## config.mk

```make
export PLATFORM = sky130hd
export DESIGN_NAME = pa_lsu_flag_sram_ctrl_flat
export DESIGN_NICKNAME = d
export VERILOG_FILES = /design/src/rtl/pa_lsu_flag_sram_ctrl_if.sv /design/src/rtl/pa_lsu_flag_sram_ctrl.sv /design/src/flat_wrapper.sv
export SDC_FILE = /design/constraint.sdc
export NUM_CORES = 1
export LEC_CHECK = 0
export ABC_AREA = 1
export CORE_MARGIN = 3
export CORE_UTILIZATION = 25
export CTS_CLUSTER_SIZE = 12
export DETAILED_ROUTE_END_ITERATION = 8
export SYNTH_ARGS = -nofsm -noshare
export SYNTH_HDL_FRONTEND = slang
export SYNTH_SLANG_ARGS = --single-unit
```

## constraint.sdc

```tcl
create_clock -name forever_cpuclk -period 1.2 [get_ports forever_cpuclk]
set_clock_uncertainty 0.2 [all_clocks]
set_input_delay 0.24 -clock forever_cpuclk [delete_from_list [all_inputs] [get_ports forever_cpuclk]]
set_output_delay 0.24 -clock forever_cpuclk [all_outputs]
set_load 0.02 [all_outputs]
```

## src/rtl/pa_lsu_flag_sram_ctrl_if.sv

```systemverilog
// LSU flag SRAM controller bus: LSU request/response, invalidate-all handshake,
// and the active-low pin set of the 64x4 flag SPSRAM.
// slave  = the controller; master = its environment (LSU plus the SRAM macro).
interface pa_lsu_flag_sram_ctrl_if #(
  parameter int unsigned ADDR_WIDTH = 6,
  parameter int unsigned DATA_WIDTH = 4
);
  logic                  req_vld;
  logic                  req_rdy;
  logic                  req_wr;
  logic [ADDR_WIDTH-1:0] req_idx;
  logic [DATA_WIDTH-1:0] req_wmask;
  logic [DATA_WIDTH-1:0] req_wdata;
  logic                  rsp_vld;
  logic [DATA_WIDTH-1:0] rsp_data;
  logic                  inv_all_req;
  logic                  inv_all_done;
  logic                  sram_cen;
  logic                  sram_gwen;
  logic [DATA_WIDTH-1:0] sram_wen;
  logic [ADDR_WIDTH-1:0] sram_a;
  logic [DATA_WIDTH-1:0] sram_d;
  logic [DATA_WIDTH-1:0] sram_q;

  modport slave (
    input  req_vld, req_wr, req_idx, req_wmask, req_wdata, inv_all_req, sram_q,
    output req_rdy, rsp_vld, rsp_data, inv_all_done,
           sram_cen, sram_gwen, sram_wen, sram_a, sram_d
  );

  modport master (
    output req_vld, req_wr, req_idx, req_wmask, req_wdata, inv_all_req, sram_q,
    input  req_rdy, rsp_vld, rsp_data, inv_all_done,
           sram_cen, sram_gwen, sram_wen, sram_a, sram_d
  );
endinterface

```

## src/rtl/pa_lsu_flag_sram_ctrl.sv

```systemverilog
// Access controller in front of the 64x4 LSU flag SPSRAM: single read/write
// requests, read data return, and a clear-all sweep after reset / invalidate-all.
// Optional macro PA_FLAG_SRAM_OUTREG_EN adds an output flop on read data
// (response latency 2 instead of 1).
module pa_lsu_flag_sram_ctrl (
  input  logic                 forever_cpuclk,
  input  logic                 cpurst,
  pa_lsu_flag_sram_ctrl_if.slave bus
);
  localparam int unsigned ADDR_WIDTH = 6;
  localparam int unsigned DATA_WIDTH = 4;
  localparam int unsigned DEPTH      = 2 ** ADDR_WIDTH;

  typedef enum logic [0:0] {SWEEP, IDLE} state_t;

  state_t                state_q, state_d;
  logic [ADDR_WIDTH-1:0] cnt_q, cnt_d;
  logic                  done_q, done_d;
  logic                  rd_pipe_q, rd_pipe_d;
  logic [ADDR_WIDTH-1:0] a_q;
  logic [DATA_WIDTH-1:0] d_q;

  logic                  rdy_c;
  logic                  cen_c;
  logic                  gwen_c;
  logic [DATA_WIDTH-1:0] wen_c;
  logic [ADDR_WIDTH-1:0] a_c;
  logic [DATA_WIDTH-1:0] d_c;

  // Next-state and SRAM pin decode; reset forces the pins idle.
  always_comb begin
    state_d   = state_q;
    cnt_d     = cnt_q;
    done_d    = 1'b0;
    rd_pipe_d = 1'b0;
    rdy_c     = 1'b0;
    cen_c     = 1'b1;
    gwen_c    = 1'b1;
    wen_c     = '1;
    a_c       = a_q;
    d_c       = d_q;
    case (state_q)
      SWEEP: begin
        cen_c  = 1'b0;
        gwen_c = 1'b0;
        wen_c  = '0;
        a_c    = cnt_q;
        d_c    = '0;
        cnt_d  = cnt_q + ADDR_WIDTH'(1);
        if (bus.inv_all_req) begin
          cnt_d = '0;
        end else if (cnt_q == ADDR_WIDTH'(DEPTH - 1)) begin
          state_d = IDLE;
          done_d  = 1'b1;
        end
      end
      IDLE: begin
        rdy_c = ~bus.inv_all_req;
        if (bus.inv_all_req) begin
          state_d = SWEEP;
          cnt_d   = '0;
        end else if (bus.req_vld) begin
          if (!bus.req_wr) begin
            cen_c     = 1'b0;
            a_c       = bus.req_idx;
            rd_pipe_d = 1'b1;
          end else if (bus.req_wmask != '0) begin
            cen_c  = 1'b0;
            gwen_c = 1'b0;
            wen_c  = ~bus.req_wmask;
            a_c    = bus.req_idx;
            d_c    = bus.req_wdata;
          end
        end
      end
      default: begin
        state_d = SWEEP;
        cnt_d   = '0;
      end
    endcase
    if (cpurst) begin
      rdy_c  = 1'b0;
      cen_c  = 1'b1;
      gwen_c = 1'b1;
      wen_c  = '1;
      a_c    = '0;
      d_c    = '0;
    end
  end

  // State, sweep counter, done pulse, read pipe bit and address/data hold.
  always_ff @(posedge forever_cpuclk) begin
    if (cpurst) begin
      state_q   <= SWEEP;
      cnt_q     <= '0;
      done_q    <= 1'b0;
      rd_pipe_q <= 1'b0;
      a_q       <= '0;
      d_q       <= '0;
    end else begin
      state_q   <= state_d;
      cnt_q     <= cnt_d;
      done_q    <= done_d;
      rd_pipe_q <= rd_pipe_d;
      a_q       <= a_c;
      d_q       <= d_c;
    end
  end

  assign bus.req_rdy      = rdy_c;
  assign bus.sram_cen     = cen_c;
  assign bus.sram_gwen    = gwen_c;
  assign bus.sram_wen     = wen_c;
  assign bus.sram_a       = a_c;
  assign bus.sram_d       = d_c;
  assign bus.inv_all_done = done_q & ~cpurst;

`ifdef PA_FLAG_SRAM_OUTREG_EN
  logic                  rsp_vld_q;
  logic [DATA_WIDTH-1:0] rsp_data_q;

  // Capture SRAM read data; data holds until the next response.
  always_ff @(posedge forever_cpuclk) begin
    if (cpurst) begin
      rsp_vld_q  <= 1'b0;
      rsp_data_q <= '0;
    end else begin
      rsp_vld_q <= rd_pipe_q;
      if (rd_pipe_q) begin
        rsp_data_q <= bus.sram_q;
      end
    end
  end

  assign bus.rsp_vld  = rsp_vld_q & ~cpurst;
  assign bus.rsp_data = cpurst ? '0 : rsp_data_q;
`else
  assign bus.rsp_vld  = rd_pipe_q & ~cpurst;
  assign bus.rsp_data = (rd_pipe_q & ~cpurst) ? bus.sram_q : '0;
`endif
endmodule

```

## src/flat_wrapper.sv

```systemverilog
// flat-port wrapper written by rule: the top's interface ports become plain ports
module pa_lsu_flag_sram_ctrl_flat 
  (forever_cpuclk, cpurst, bus_req_vld, bus_req_wr, bus_req_idx, bus_req_wmask, bus_req_wdata, bus_inv_all_req, bus_sram_q, bus_req_rdy, bus_rsp_vld, bus_rsp_data, bus_inv_all_done, bus_sram_cen, bus_sram_gwen, bus_sram_wen, bus_sram_a, bus_sram_d);
  pa_lsu_flag_sram_ctrl_if bus_i ();
  input  logic forever_cpuclk;
  input  logic cpurst;
  input wire logic [$bits(bus_i.req_vld)-1:0] bus_req_vld;
  input wire logic [$bits(bus_i.req_wr)-1:0] bus_req_wr;
  input wire logic [$bits(bus_i.req_idx)-1:0] bus_req_idx;
  input wire logic [$bits(bus_i.req_wmask)-1:0] bus_req_wmask;
  input wire logic [$bits(bus_i.req_wdata)-1:0] bus_req_wdata;
  input wire logic [$bits(bus_i.inv_all_req)-1:0] bus_inv_all_req;
  input wire logic [$bits(bus_i.sram_q)-1:0] bus_sram_q;
  output wire logic [$bits(bus_i.req_rdy)-1:0] bus_req_rdy;
  output wire logic [$bits(bus_i.rsp_vld)-1:0] bus_rsp_vld;
  output wire logic [$bits(bus_i.rsp_data)-1:0] bus_rsp_data;
  output wire logic [$bits(bus_i.inv_all_done)-1:0] bus_inv_all_done;
  output wire logic [$bits(bus_i.sram_cen)-1:0] bus_sram_cen;
  output wire logic [$bits(bus_i.sram_gwen)-1:0] bus_sram_gwen;
  output wire logic [$bits(bus_i.sram_wen)-1:0] bus_sram_wen;
  output wire logic [$bits(bus_i.sram_a)-1:0] bus_sram_a;
  output wire logic [$bits(bus_i.sram_d)-1:0] bus_sram_d;
  assign bus_i.req_vld = bus_req_vld;
  assign bus_i.req_wr = bus_req_wr;
  assign bus_i.req_idx = bus_req_idx;
  assign bus_i.req_wmask = bus_req_wmask;
  assign bus_i.req_wdata = bus_req_wdata;
  assign bus_i.inv_all_req = bus_inv_all_req;
  assign bus_i.sram_q = bus_sram_q;
  assign bus_req_rdy = bus_i.req_rdy;
  assign bus_rsp_vld = bus_i.rsp_vld;
  assign bus_rsp_data = bus_i.rsp_data;
  assign bus_inv_all_done = bus_i.inv_all_done;
  assign bus_sram_cen = bus_i.sram_cen;
  assign bus_sram_gwen = bus_i.sram_gwen;
  assign bus_sram_wen = bus_i.sram_wen;
  assign bus_sram_a = bus_i.sram_a;
  assign bus_sram_d = bus_i.sram_d;
  pa_lsu_flag_sram_ctrl u_core (.forever_cpuclk(forever_cpuclk), .cpurst(cpurst), .bus(bus_i));
endmodule
```

==> impl_metrics.csv, run 1 <==
group,metric,value,unit
power,peakVddDrop,0.0006684,V
critical_path,cp_top_family,"flip-flops",
cells_and_area,post-route-util,66.78,%
critical_path,path_class,"register to output port",
clock_network,cts_buffer_depth,2,
drt,wirelength,3700,µm
critical_path,cp-end-kind,"output port",
grt,busiest_layer,"met2",
critical_path,arrival,1210,ps
sta,worstMarginPinSlew,261.6,ps
logic_synthesis,synthTopCellsByArea,"dfxtp_1, nand3_1, inv_1",
min_path,hold_class,"primary input to register",
floorplanning,io_pins,46,
critical_path,r2r_cells,7,
drt,drt_pre_antenna_iters,4,
sta,timing.final.crit_share,137.5,%
drt,num_vias,1337,
critical_path,critPathLaunch,"u_core.state_q",
drt,wl_per_cell,12.29,µm
critical_path,r2r_slack,-240,ps
grt,grt_util_all_layers,15.04,%
logic_synthesis,synthCells,162,
sta,setup_slack,-449.6,ps
clock_network,cts_hold_buf,0,
power,power.density,576.0,nW/µm²
sta,hold_viol,0,
drt,postRouteAntennaNets,0,
critical_path,max_stage_delay,370,ps
grt,grt_pass1_vias,1274,
clock_network,cts_tree,"built",
logic_synthesis,yosysTopAreaCell,"dfxtp_1",
critical_path,cp-endpoint,"bus_sram_a[2]",
drt,avgViaCountPerCell,4.442,
grt,use_met2,24.84,%
placement,gp_congestion,0.7923,
logic_synthesis,syn_area,1037,µm²
sta,fin_crit,1650,ps
drt,drc,0,
clock_network,path_clk_slew,80,ps
placement,hpwlAfterDp,2390,µm
logic_synthesis,yosysTopAreaCellShare,36.67,%
drt,drt_iter0_markers,30,
sta,finalHoldWorstSlack,125.7,ps
logic_synthesis,ys_warn_count,0,
floorplanning,die_w,70.41,µm
sta,slew_headroom,82.50,%
floorplanning,start_util,27.11,%
grt,grt.met1_usage,20.00,%
clock_network,root_buffer,"clkbuf_8",
floorplanning,die_area,4958,µm²
clock_network,clk_latency,250,ps
floorplanning,die_y,70.41,µm
logic_synthesis,ys_ff_latch,19,
logic_synthesis,synth_nets,186,
sta,finalMaxSlewViolations,0,
floorplanning,core_area,3826,µm²
placement,dp.cells,281,
grt,antenna_found_initial,0,
status,outcome,"finished, violations left",
power,p_leak,0.001100,µW
critical_path,start_kind,"register",
critical_path,path_max_fanout,6,
clock_network,cts-buffers-inserted,3,
critical_path,critical_path.cell_chain,"inv_6, buf_12, a21oi_2, nand2_1, inv_2, buf_6",
logic_synthesis,seq_area_frac_synth,36.67,%
cells_and_area,n_antenna_cell,0,
grt,grt_first_pass_wirelength,6113,µm
cells_and_area,final_cells,301,
critical_path,cp.required,760,ps
cells_and_area,design.final.nets,278,
placement,portBuffers,45,
critical_path,slowest_stage,"dfxtp_4",
clock_network,clkSinkCount,19,
critical_path,worstReg2RegEnd,"u_core.cnt_q[5]",
run,cap_violations,0,
cells_and_area,drive_above_1_share,67.98,%
logic_synthesis,synth_cell_types,18,
cells_and_area,synthToLayoutAreaGrowth,146.3,%
grt,grt_start_max_net_pins,11,
logic_synthesis,synth.avg_cell_area,6.403,µm²
grt,grt_use_met3,3.597,%
min_path,min_path_cells,3,
floorplanning,num_rows,22,
critical_path,worstReg2RegStart,"u_core.state_q",
critical_path,critical_path_depth,6,
sta,fmax,606.2,MHz
critical_path,crit_buf_inv,4,
sta,rsz0062_at_grt,"true",
status,violations,"negative setup slack",
grt,overflow,0,
sta,finalSetupViolations,31,
clock_network,htree_levels,1,
==> registers in the layout, summed over array words and instances (netlist names) <==
| register | cells |
|---|---|
| u_core.d_q | 4 |
| u_core.done_q | 1 |
| u_core.a_q | 6 |
| u_core.rd_pipe_q | 1 |
| u_core.state_q | 1 |
| u_core.cnt_q | 6 |
==> power by group <==
part           switching (µW)  internal, µW  leakage (µW)  total [µW]
Clock                     220           236     0.0000228         456
Sequential               3.04           631      0.000156         635
Combinational             185           196      0.000921         381
Total                     408          1060       0.00110        1470
==> routing by layer <==
metal	wire (µm)	part of all wire (%)
met2	1918	52
met3	201	5.4
met4	14	0.38
met1	1565	42
met5	0	0
==> cells in the mapped netlist <==
master / n
a21oi_1: 10
buf_2: 1
buf_6: 1
clkinv_1: 1
dfxtp_1: 19
ha_1: 1
inv_1: 33
inv_2: 2
nand2_1: 24
nand2_4: 3
nand3_1: 25
nand4_1: 1
nor2_1: 25
nor2_2: 1
nor2_4: 2
nor3_1: 4
o21ai_0: 8
o21ai_1: 1
==> worst register-to-register path, stage by stage, from the launching register on <==
cell,delay (ps)
dfxtp_4,360
buf_4,180
buf_8,140
nor3_2,150
buf_4,150
nand2_1,50
nand2_1,50
a21oi_1,60
==> cells by family after synthesis <==
kind of cell | Yosys count | synth area share [%]
AND/OR/NAND/NOR | 85 | 38.36
buffers and inverters | 38 | 14.60
AO/OA/AOI/OAI | 19 | 9.168
flip-flops | 19 | 36.67
adder cells (fa/ha/maj) | 1 | 1.206
==> area by class of cell <==
cell class / instances / area (µm²)
fillers: 288 / 1271
multi-input cells: 105 / 954.7
repair buffers: 89 / 939.7
flip-flops and latches: 19 / 390.4
inverters: 36 / 165.2
well taps: 48 / 60.06
clock buffers: 4 / 45.04
==> cell usage in the layout (no fill, tap or decap), types with 4 or more instances in the layout <==
cell type	count
nand2_2	11
inv_2	16
nor2_1	9
nand2_8	4
nand2_1	9
buf_4	23
nand3_1	9
o21ai_4	5
buf_6	42
dfxtp_1	15
clkdlybuf4s50_1	10
nand3_2	15
a21oi_4	4
inv_1	14
a21oi_1	5
nor2_4	18
buf_12	5
==> repair_timing <==
item                       CTS  global route
buffers inserted            17             3
gates cloned                 0             0
pin swaps                   32            19
resized for setup          261            28
setup endpoints to repair   42            41
==> worst min path at each step <==
stage	start	to	slack (ps)
after floorplan	bus_inv_all_req	u_core.state_q	130
after global placement	u_core.d_q[3]	u_core.d_q[3]	290
after detailed placement	u_core.d_q[3]	u_core.d_q[3]	290
after CTS	bus_inv_all_req	u_core.state_q	200
after global routing	bus_inv_all_req	u_core.state_q	150
final	bus_inv_all_req	u_core.state_q	130
==> metrics by stage <==
stage	worst slack (ps)	power, µW	area, µm²	TNS [ps]
final	-449.6	1472	2555	-8637
after global routing	-521.5	1543	2555	-10860
after CTS	-472.9	1465	2456	-9144
after detailed placement	-1305	924.0	1922	-37750
after global placement	-1310	923.3	1922	-37590
after floorplan	-117.5	763.3	1207	-1221
Power figures use the tool's default switching activity.
==> inputs of run 2 (changes only) <==
Settings changed: GPL_TIMING_DRIVEN set to 0, SKIP_CTS_REPAIR_TIMING set to 1.
==> run 2 against run 1 <==
  * The run still ends with negative setup slack left
  * Sequential share of layout area grew 4.1 points
  * Combinational power decreased by 25%
  * Cell count decreased by 11%
  * Sequential power is essentially flat
  * Die area did not move
  * Non-clock buffer count is 34 lower
  * First-iteration DRC count up 40%
  * Count of clock-buffer cells in the layout fell by 1
  * Register-to-register slack better by 80 ps
  * Critical endpoint is now bus_sram_a[3]
  * Wire length fell by 15%
==> impl_metrics.csv, run 2 (synthesis gave the netlist of run 1 again) <==
group,metric,value,unit
cells_and_area,largestRegisters,"u_core.a_q x6, u_core.cnt_q x6, u_core.d_q x4",
critical_path,cp_common_cell,"nand3_1",
sta,fin_crit,1685,ps
sta,slew_headroom,74.19,%
grt,grt_use_met3,4.173,%
power,power.density,687.1,nW/µm²
critical_path,path_class,"primary input to output port",
drt,wirelength,3136,µm
cells_and_area,n_antenna_cell,0,
critical_path,cp.required,760,ps
min_path,hold_class,"primary input to register",
cells_and_area,final_area,2017,µm²
sta,timing.final.crit_share,140.4,%
floorplanning,die_w,70.41,µm
sta,finalMaxSlewViolations,0,
sta,rsz0062_at_grt,"true",
floorplanning,io_pins,46,
power,p_leak,0.0008887,µW
floorplanning,die_area,4958,µm²
clock_network,clkSinkCount,19,
placement,place_area,1708,µm²
critical_path,arrival,1250,ps
drt,avgViaCountPerCell,4.483,
critical_path,r2r_cells,4,
cells_and_area,design.final.nets,244,
clock_network,htree_levels,1,
grt,overflow,0,
power,power,1386,µW
sta,fmax,593.5,MHz
critical_path,worstReg2RegStart,"u_core.cnt_q[0]",
sta,hold_viol,0,
critical_path,worstReg2RegEnd,"u_core.cnt_q[5]",
grt,grt_pass1_vias,1071,
min_path,hp-start,"bus_inv_all_req",
placement,gp_congestion,0.7757,
critical_path,cp-end-kind,"output port",
run,cap_violations,0,
sta,worstMarginPinSlew,384.2,ps
drt,drt_pre_antenna_iters,4,
grt,busiest_layer,"met2",
drt,drc,0,
critical_path,max_stage_delay,260,ps
floorplanning,start_util,27.11,%
min_path,whs_endpoint,"u_core.done_q",
grt,grt_util_all_layers,12.26,%
sta,finalHoldWorstSlack,105.0,ps
grt,use_met2,19.54,%
drt,drt_iter0_markers,42,
critical_path,critical_path.cell_chain,"buf_12, nor2_4, nand2_4, nand3_1, nand3_1, nand2_2, inv_2, buf_6",
power,peakVddDrop,0.0006198,V
grt,grt.met1_usage,15.97,%
critical_path,path_max_fanout,8,
cells_and_area,final_common_cell,"buf_6",
clock_network,path_clk_slew,70,ps
floorplanning,core_area,3826,µm²
status,violations,"negative setup slack",
critical_path,slowest_stage,"nor2_4",
clock_network,root_buffer,"clkbuf_8",
sta,setup_slack,-485.0,ps
drt,wl_per_cell,11.75,µm
clock_network,cts_buffer_depth,2,
cells_and_area,synthToLayoutAreaGrowth,94.45,%
cells_and_area,fillCellCount,390,
grt,grt_first_pass_wirelength,4933,µm
sta,finalSetupViolations,26,
critical_path,start_kind,"primary input",
drt,postRouteAntennaNets,0,
floorplanning,die_y,70.41,µm
cells_and_area,drive_above_1_share,54.79,%
clock_network,clk_latency,260,ps
cells_and_area,mostFrequentLayoutCells,"buf_6, inv_1, inv_2, dfxtp_1",
floorplanning,num_rows,22,
critical_path,r2r_slack,-160,ps
clock_network,cts-buffers-inserted,3,
grt,antenna_found_initial,0,
status,outcome,"finished, violations left",
cells_and_area,post-route-util,52.71,%
placement,hpwlAfterDp,2218,µm
clock_network,cts_tree,"built",
grt,grt_start_max_net_pins,12,
placement,portBuffers,44,
min_path,min_path_cells,4,
drt,num_vias,1197,
[run 2: cell types whose count changed in the layout (fill, tap and decap cells not counted), sizes merged]
cell           previous run  this run
buf                      75        34
dlygate4sd2               3         0
clkdlybuf4s50            10        11
clkbuf                    4         9
inv                      35        36
dlygate4sd3               0         1
dlymetal6s2s              1         3
[run 2: how the worst max path moves through the flow]
| stage | startpoint | to | slack [ps] | cells after the start |
|---|---|---|---|---|
| floorplan | bus_req_wr | bus_sram_d[1] | -120 | 6 |
| global placement | bus_req_vld | bus_sram_d[1] | -1400 | 8 |
| detailed placement | bus_inv_all_req | bus_sram_a[3] | -1400 | 8 |
| CTS | bus_req_vld | bus_sram_d[1] | -1410 | 8 |
| global route | u_core.state_q | bus_sram_d[0] | -540 | 6 |
| finish | bus_inv_all_req | bus_sram_a[3] | -490 | 8 |
[run 2: layout make-up]
cell class	instances	area (µm²)	area share, %
Tap cell	48	60.06	2.978
Timing Repair Buffer	53	539.3	26.74
Multi-Input combinational cell	105	797.0	39.52
Clock inverter	1	5.005	0.2481
Clock buffer	3	41.29	2.047
Sequential cell	19	390.4	19.35
Inverter	36	165.2	8.189
Buffer	2	18.77	0.9305
[run 2: through the flow]
stage          cells  setup TNS (ps)  setup WS [ps]
6_report         267           -8493         -485.0
5_1_grt          267          -10230         -540.9
4_1_cts          258          -32080          -1406
3_5_place_dp     254          -37050          -1405
3_3_place_gp     254          -36740          -1403
2_1_floorplan    162           -1221         -117.5
[run 2: routing by layer]
metal	part of all wire [%]	up-vias
met2	46	42
met4	1.5	0
met1	45	529
met3	7.0	4
li1	-	622
met5	0	-
[run 2: critical path: cells and delay by family]
family / cells / cell delay (ps)
AND/OR/NAND/NOR: 5 / 730
buffers and inverters: 3 / 280
[run 2: power breakdown]
| part | leakage [µW] | switching (µW) | internal (µW) |
|---|---|---|---|
| combinational | 0.000707 | 151 | 134 |
| clock | 0.0000255 | 233 | 231 |
| sequential | 0.000156 | 4.72 | 631 |
| total | 0.000889 | 389 | 996 |
